File: config.mk
export PLATFORM = sky130hd
export DESIGN_NAME = engine_vco_flat
export DESIGN_NICKNAME = d
export VERILOG_FILES = /design/src/rtl/engine_vco_if.sv /design/src/rtl/engine_vco.sv /design/src/flat_wrapper.sv
export SDC_FILE = /design/constraint.sdc
export NUM_CORES = 1
export LEC_CHECK = 0
export BUFFER_PORTS_ARGS = -buffer_cell sky130_fd_sc_hd__buf_2
export CAP_MARGIN = 20
export CORE_MARGIN = 5
export CORE_UTILIZATION = 55
export CTS_BUF_LIST = sky130_fd_sc_hd__clkbuf_4 sky130_fd_sc_hd__clkbuf_8
export DETAILED_ROUTE_END_ITERATION = 6
export PLACE_DENSITY = 0.74
export SETUP_SLACK_MARGIN = 0.4
export SLEW_MARGIN = 20
export SYNTH_ARGS = -nofsm -noshare
export SYNTH_HDL_FRONTEND = slang
export SYNTH_SLANG_ARGS = --single-unit
File: constraint.sdc
create_clock -name clk -period 4.5 [get_ports clk]
set_input_delay 0.225 -clock clk [delete_from_list [all_inputs] [get_ports clk]]
set_output_delay 0.225 -clock clk [all_outputs]
set_load 0.005 [all_outputs]
File: src/rtl/engine_vco_if.sv
// Engine-sound VCO interface: LFO-side controls in, tick and waveform out.
interface engine_vco_if;
    logic       clk_3MHz_en;
    logic       engine_en;
    logic [7:0] level;
    logic       vco_tick;
    logic [7:0] out;

    modport master (
        output clk_3MHz_en, engine_en, level,
        input  vco_tick, out
    );

    modport slave (
        input  clk_3MHz_en, engine_en, level,
        output vco_tick, out
    );
endinterface

File: src/rtl/engine_vco.sv
// Engine VCO: converts the LFO level into a variable-rate tick that clocks two
// load-and-count dividers whose MSBs are mixed into an 8-bit engine waveform.
module engine_vco #(
    parameter int unsigned BASE_PERIOD = 1024,
    parameter int unsigned SLOPE       = 3,
    parameter int unsigned MIN_PERIOD  = 64,
    parameter int unsigned A_LOAD      = 6,
    parameter int unsigned B_LOAD      = 5,
    parameter int unsigned AMP         = 127
) (
    input  logic         clk,
    input  logic         rst,
    engine_vco_if.slave  bus
);
    localparam logic [15:0] BASE16  = 16'(BASE_PERIOD);
    localparam logic [15:0] MIN16   = 16'(MIN_PERIOD);
    localparam logic [15:0] KNEE16  = 16'(BASE_PERIOD - MIN_PERIOD);
    localparam logic [15:0] SLOPE16 = 16'(SLOPE);
    localparam logic [3:0]  A_LD    = 4'(A_LOAD);
    localparam logic [3:0]  B_LD    = 4'(B_LOAD);
    localparam logic [7:0]  AMP8    = 8'(AMP);

    logic [15:0] prod;
    logic [15:0] period;
    logic [15:0] cnt;
    logic [3:0]  div_a;
    logic [3:0]  div_b;
    logic        fire;
    logic [7:0]  mix;

    // Clamp before subtracting so a large level*SLOPE can never wrap the period.
    always_comb begin
        prod = 16'(bus.level) * SLOPE16;
        if (prod >= KNEE16) begin
            period = MIN16;
        end else begin
            period = BASE16 - prod;
        end
    end

    always_comb begin
        fire = bus.clk_3MHz_en && (cnt == '0);
        mix  = (div_a[3] ? AMP8 : '0) + (div_b[3] ? AMP8 : '0);
    end

    always_ff @(posedge clk) begin
        if (rst || !bus.engine_en) begin
            cnt          <= '0;
            div_a        <= A_LD;
            div_b        <= B_LD;
            bus.vco_tick <= 1'b0;
            bus.out      <= '0;
        end else begin
            bus.vco_tick <= fire;
            bus.out      <= mix;
            if (bus.clk_3MHz_en) begin
                if (cnt == '0) begin
                    cnt <= period - 16'd1;
                end else begin
                    cnt <= cnt - 16'd1;
                end
            end
            if (fire) begin
                div_a <= (div_a == 4'hF) ? A_LD : div_a + 4'd1;
                div_b <= (div_b == 4'hF) ? B_LD : div_b + 4'd1;
            end
        end
    end
endmodule

File: src/flat_wrapper.sv
// flat-port wrapper written by rule: the top's interface ports become plain ports
module engine_vco_flat 
#(
    parameter int unsigned BASE_PERIOD = 1024,
    parameter int unsigned SLOPE       = 3,
    parameter int unsigned MIN_PERIOD  = 64,
    parameter int unsigned A_LOAD      = 6,
    parameter int unsigned B_LOAD      = 5,
    parameter int unsigned AMP         = 127
)
  (clk, rst, bus_clk_3MHz_en, bus_engine_en, bus_level, bus_vco_tick, bus_out);
  engine_vco_if bus_i ();
  input  logic clk;
  input  logic rst;
  input wire logic [$bits(bus_i.clk_3MHz_en)-1:0] bus_clk_3MHz_en;
  input wire logic [$bits(bus_i.engine_en)-1:0] bus_engine_en;
  input wire logic [$bits(bus_i.level)-1:0] bus_level;
  output wire logic [$bits(bus_i.vco_tick)-1:0] bus_vco_tick;
  output wire logic [$bits(bus_i.out)-1:0] bus_out;
  assign bus_i.clk_3MHz_en = bus_clk_3MHz_en;
  assign bus_i.engine_en = bus_engine_en;
  assign bus_i.level = bus_level;
  assign bus_vco_tick = bus_i.vco_tick;
  assign bus_out = bus_i.out;
  engine_vco #(.BASE_PERIOD(BASE_PERIOD), .SLOPE(SLOPE), .MIN_PERIOD(MIN_PERIOD), .A_LOAD(A_LOAD), .B_LOAD(B_LOAD), .AMP(AMP)) u_core (.clk(clk), .rst(rst), .bus(bus_i));
endmodule
* After elaboration in Yosys (flattened, before gate mapping) *
Cells that the tools add are included.

cells by class
  order comparisons = 1
  equality and inequality tests = 2
  multiplexer cells = 6
  bitwise gates (word level) = 0
  add/sub/neg operators = 6
  divide/modulo/power cells = 0
  multiply operators = 1
  shift operators = 0
  reductions and logical operators = 4

operator list
  operator                                            count
  2-to-1 mux 16 bit                                   2
  subtractor 16 x 1 -> 16 bit, second input constant  2
  zero test 16 bit                                    1
  2-to-1 mux 7 bit                                    2
  subtractor 11 x 10 -> 12 bit, first input constant  1
  >= comparator 10 bit, second input constant         1
  multiplier 8 x 2 -> 10 bit, second input constant   1
  adder 4 x 1 -> 4 bit, second input constant         2
  adder 8 bit                                         1
  equality test 4 bit, second input constant          2
  2-to-1 mux 4 bit                                    2
  logical AND 1 bit                                   1
  zero test 1 bit                                     1
  logical OR 1 bit                                    1

storage, ports and cells
  bits in read-only memories = 0
  output and inout port bits = 9
  word-level logic and storage cells = 25
  bits in latches = 0
  memories = 0
  flip-flop bits (word level) = 33
  RAM bits = 0

* Logic depth before layout (Yosys ltp) *
  depth after elaboration = 5
  gate-level depth with buffers = 16
  depth with buffers taken out = 15

* Worst setup path after synthesis *
OpenSTA, ideal clock, no wires.

  path kind = input -> register
  start point = input bus_level[0]
  end point = register u_core.cnt[12]
  required time = 4430 ps
  arrival time = 3548 ps
  slack = 882 ps
  stages on the path = 16
  path buffers = 1
  cells stage by stage = ha_1 > inv_1 > fa_1 > nand2b_1 > a211oi_2 > o21ai_0 > and2_0 > o41a_1 > buf_6 > a21oi_1 > ha_1 > nand3_1 > a21oi_4 > nand4b_2 > or4_1 > a21oi_1

on the way
  word-level cells in the longest chain between the ends = 5
  elaborated cells on any way between the ends = 6

ends and longest elaborated chain
  what                                                                  RTL line                            RTL
  from (decl)                                                           flat_wrapper.sv:17                  input wire logic [$bits(bus_i.level)-1:0] bus_level;
  multiplier 8 x 2 -> 10 bit *                                          engine_vco.sv:33                    prod = 16'(bus.level) * SLOPE16;
  subtractor 11 x 10 -> 12 bit or >= comparator 10 bit (tied branches)  engine_vco.sv:37, engine_vco.sv:34
  2-to-1 mux 16 bit *                                                   engine_vco.sv:34                    if (prod >= KNEE16) begin
  subtractor 16 x 1 -> 16 bit *                                         engine_vco.sv:58                    cnt <= period - 16'd1;
  2-to-1 mux 16 bit *                                                   engine_vco.sv:57                    if (cnt == '0) begin
  to (signal assigned)                                                  engine_vco.sv:58
  to (signal assigned)                                                  engine_vco.sv:60                    cnt <= cnt - 16'd1;
  to (decl)                                                             engine_vco.sv:25                    logic [15:0] cnt;

Mark *: on every way between the ends. The rest lies on a longest branch, timed or not.
A chain may end at the register's enable or synchronous reset.

* Final worst setup path *
  start point = input bus_level[0]
  end point = register u_core.cnt[14]

The elaborated chain is that of the path after synthesis.

==> results.sh <==
export IMPL_worst_pin_slew_ns=0.768
export IMPL_globalplace_congestion=0.900
export IMPL_maxCapViolCount=0
export IMPL_viasPerCell=5.82
export IMPL_dp_hpwl_um=3550
export IMPL_rows=23
export IMPL_fin_nets=314
export IMPL_cts_sinks=28
export IMPL_port_buffers=20
export IMPL_die_w_um=73.3
export IMPL_switching_share=0.492
export IMPL_synth_area_um2=2200
export IMPL_synth_avg_cell_area_um2=8.09
export IMPL_gr_usage_all_layers=0.179
export IMPL_ys_types=58
export IMPL_core_um2=3940
export IMPL_die_area_um2=5370
export IMPL_r2r_cells=11
export IMPL_insertedDiodeCount=0
export IMPL_seq_area_frac_synth=0.255
export IMPL_wl_per_cell_um=13.6
export IMPL_drtPass1Iterations=4
export IMPL_clock_power_share=0.081
export IMPL_grt_max_degree=20
export IMPL_crit_type="input pin to register"
export IMPL_synth_fp_nets=300
export IMPL_switchingPower_uw=808
export IMPL_p_seq_frac=0.216
export IMPL_endpoint="u_core.cnt[14]"
export IMPL_cp_start_kind="input pin"
export IMPL_synthToLayoutAreaGrowth_pct=6.59
export IMPL_synth_top_area_cell="dfxtp_1"
export IMPL_first_global_vias=1788
export IMPL_hold_viol=0
export IMPL_die_y_um=73.3
export IMPL_ios=21
export IMPL_clock_fmax_mhz=267
export IMPL_status="completed"
export IMPL_reg2reg_to="u_core.cnt[14]"
export IMPL_grt_pass1_wl_um=7890
export IMPL_slew_violations=0
export IMPL_start_util=0.558
export IMPL_first_iter_violations=104
export IMPL_cts_buffers=3
export IMPL_ir_drop_uv=476
export IMPL_cts_root_buf="clkbuf_8"
export IMPL_yosysWarnings=0
export IMPL_placed_cell_area_um2=2300
export IMPL_yosysTopAreaCellShare=0.255
export IMPL_cts_tree="done"
export IMPL_setup_viol=0
export IMPL_p_per_area_nw_per_um2=700
export IMPL_worstPathArrival_ns=3.93
export IMPL_clock_skew_ns=0.00243
export IMPL_intPower_uw=833
export IMPL_clk_transition_reported_paths_ns=0.09
export IMPL_synth_edff_count=0
export IMPL_clkLatencyLatePin_ns=0.27
export IMPL_ant_nets=0
export IMPL_required_ns=4.69
export IMPL_tns_ns=0
export IMPL_cp_startpoint="bus_level[0]"
export IMPL_most_common_layout_cells="nor2_1, dfxtp_1, a21oi_1"
export IMPL_grt_overflow=0
export IMPL_cp_max_fo=6
export IMPL_hold_path_class="input pin to register"
export IMPL_ys_ff_latch=28
export IMPL_p_leak_nw=0.940
export IMPL_worstSetupEndpointType="register"
export IMPL_final_area_um2=2350
export IMPL_ys_flop_type="dfxtp_1"
export IMPL_maxSlewHeadroom=0.487
export IMPL_rsz0062_at_grt="no"
export IMPL_synth_async_reset_ratio=0
export IMPL_r2r_start="u_core.cnt[4]"
export IMPL_synth_area_leaders="dfxtp_1, ha_1, a21oi_1"
export IMPL_post_route_period_util=0.831
export IMPL_syn_inst=272
export IMPL_antenna_found_initial=0
export IMPL_ff2ff_setup_slack_ns=1.60
export IMPL_fin_crit_ns=3.74
export IMPL_cts_max_level=1
export IMPL_clock_path_buffers=2
export IMPL_drive_above_1_share=0.144
export IMPL_vias=1944
export IMPL_pwr_share_comb=0.703
export IMPL_p_total_mw=1.64
export IMPL_routed_wl_um=4550
export IMPL_drc=0
-- stage by stage --
step | utilization | cells | setup slack (ns) | hold WS [ns]
final | 0.595 | 334 | 0.759 | 0.313
after CTS | 0.595 | 334 | 0.686 | 0.317
after floorplan | - | 272 | 0.882 | 0.412
after detailed placement | 0.585 | 331 | 0.415 | 0.436
after global placement | 0.585 | 331 | 0.556 | 0.435
after global routing | 0.595 | 334 | 0.411 | 0.372
-- Yosys cell counts (all sizes together) (7+ instances only) --
library cell,number
a21oi,23
buf,10
dfxtp,28
ha,15
inv,11
nand2,21
nor2,28
nor3,10
o21ai,10
xor2,7
-- sequential cells by signal, indices dropped and copies added, names as in the netlist --
name / cells
u_core.div_b: 4
u_core.bus.out: 3
u_core.div_a: 4
u_core.cnt: 16
u_core.bus.vco_tick: 1
-- what timing repair did --
action                     CTS  global route
hold buffers                 0             0
setup endpoints to repair    0             2
gates resized for setup      0             2
setup buffers                0             0
-- kinds of logic after synthesis --
kind of cell	share of synthesized area
buffers and inverters	0.0557
DFF	0.255
and+or+nand+nor	0.277
adders and majority gates	0.0944
AOI/OAI and AO/OA	0.239
xor gates and xnor gates	0.0517
muxes	0.0273
-- per-layer routing --
metal | wire, um | track usage | up-vias
met5 | 0 | 0 | -
met4 | 27 | 0.0348 | 0
met3 | 78 | 0.0328 | 4
met2 | 2170 | 0.293 | 17
met1 | 2270 | 0.248 | 907
li1 | - | - | 1016
-- worst min-delay path by stage --
stage / from / end / slack (ns) / cells past startpoint
finish: rst / u_core.div_b[0] / 0.31 / 3
global placement: u_core.cnt[15] / u_core.cnt[15] / 0.44 / 2
floorplan: u_core.cnt[15] / u_core.cnt[15] / 0.41 / 2
global route: rst / u_core.div_b[0] / 0.37 / 3
detailed placement: u_core.cnt[15] / u_core.cnt[15] / 0.44 / 2
CTS: rst / u_core.div_b[0] / 0.32 / 3
-- area by class of cell --
class	instances	area [um^2]
clock buffers	3	41.3
fillers	373	1600
inverters	11	41.3
multi-input cells	219	1520
flip-flops and latches	28	561
well taps	50	62.6
repair buffers	23	123
-- power groups by stage --
stage | registers (mW) | clock network, mW | logic [mW]
floorplan | 0.346 | 0 | 0.936
global placement | 0.358 | 0 | 1.13
detailed placement | 0.359 | 0 | 1.15
CTS | 0.354 | 0.137 | 1.15
global route | 0.364 | 0.145 | 1.29
finish | 0.355 | 0.133 | 1.15
-- worst max-delay path, cell delays in order --
cell and delay (ns):
buf_2 0.13, ha_1 0.21, inv_1 0.07, fa_1 0.39
nand2b_1 0.19, a211oi_2 0.27, o21ai_1 0.15, and2_1 0.24
o41a_1 0.40, a21oi_1 0.22, ha_1 0.25, nand3_1 0.13
a21oi_4 0.19, nand4b_2 0.18, or4_1 0.51, a21oi_1 0.17
No activity file was read; power rests on OpenSTA's default activity.
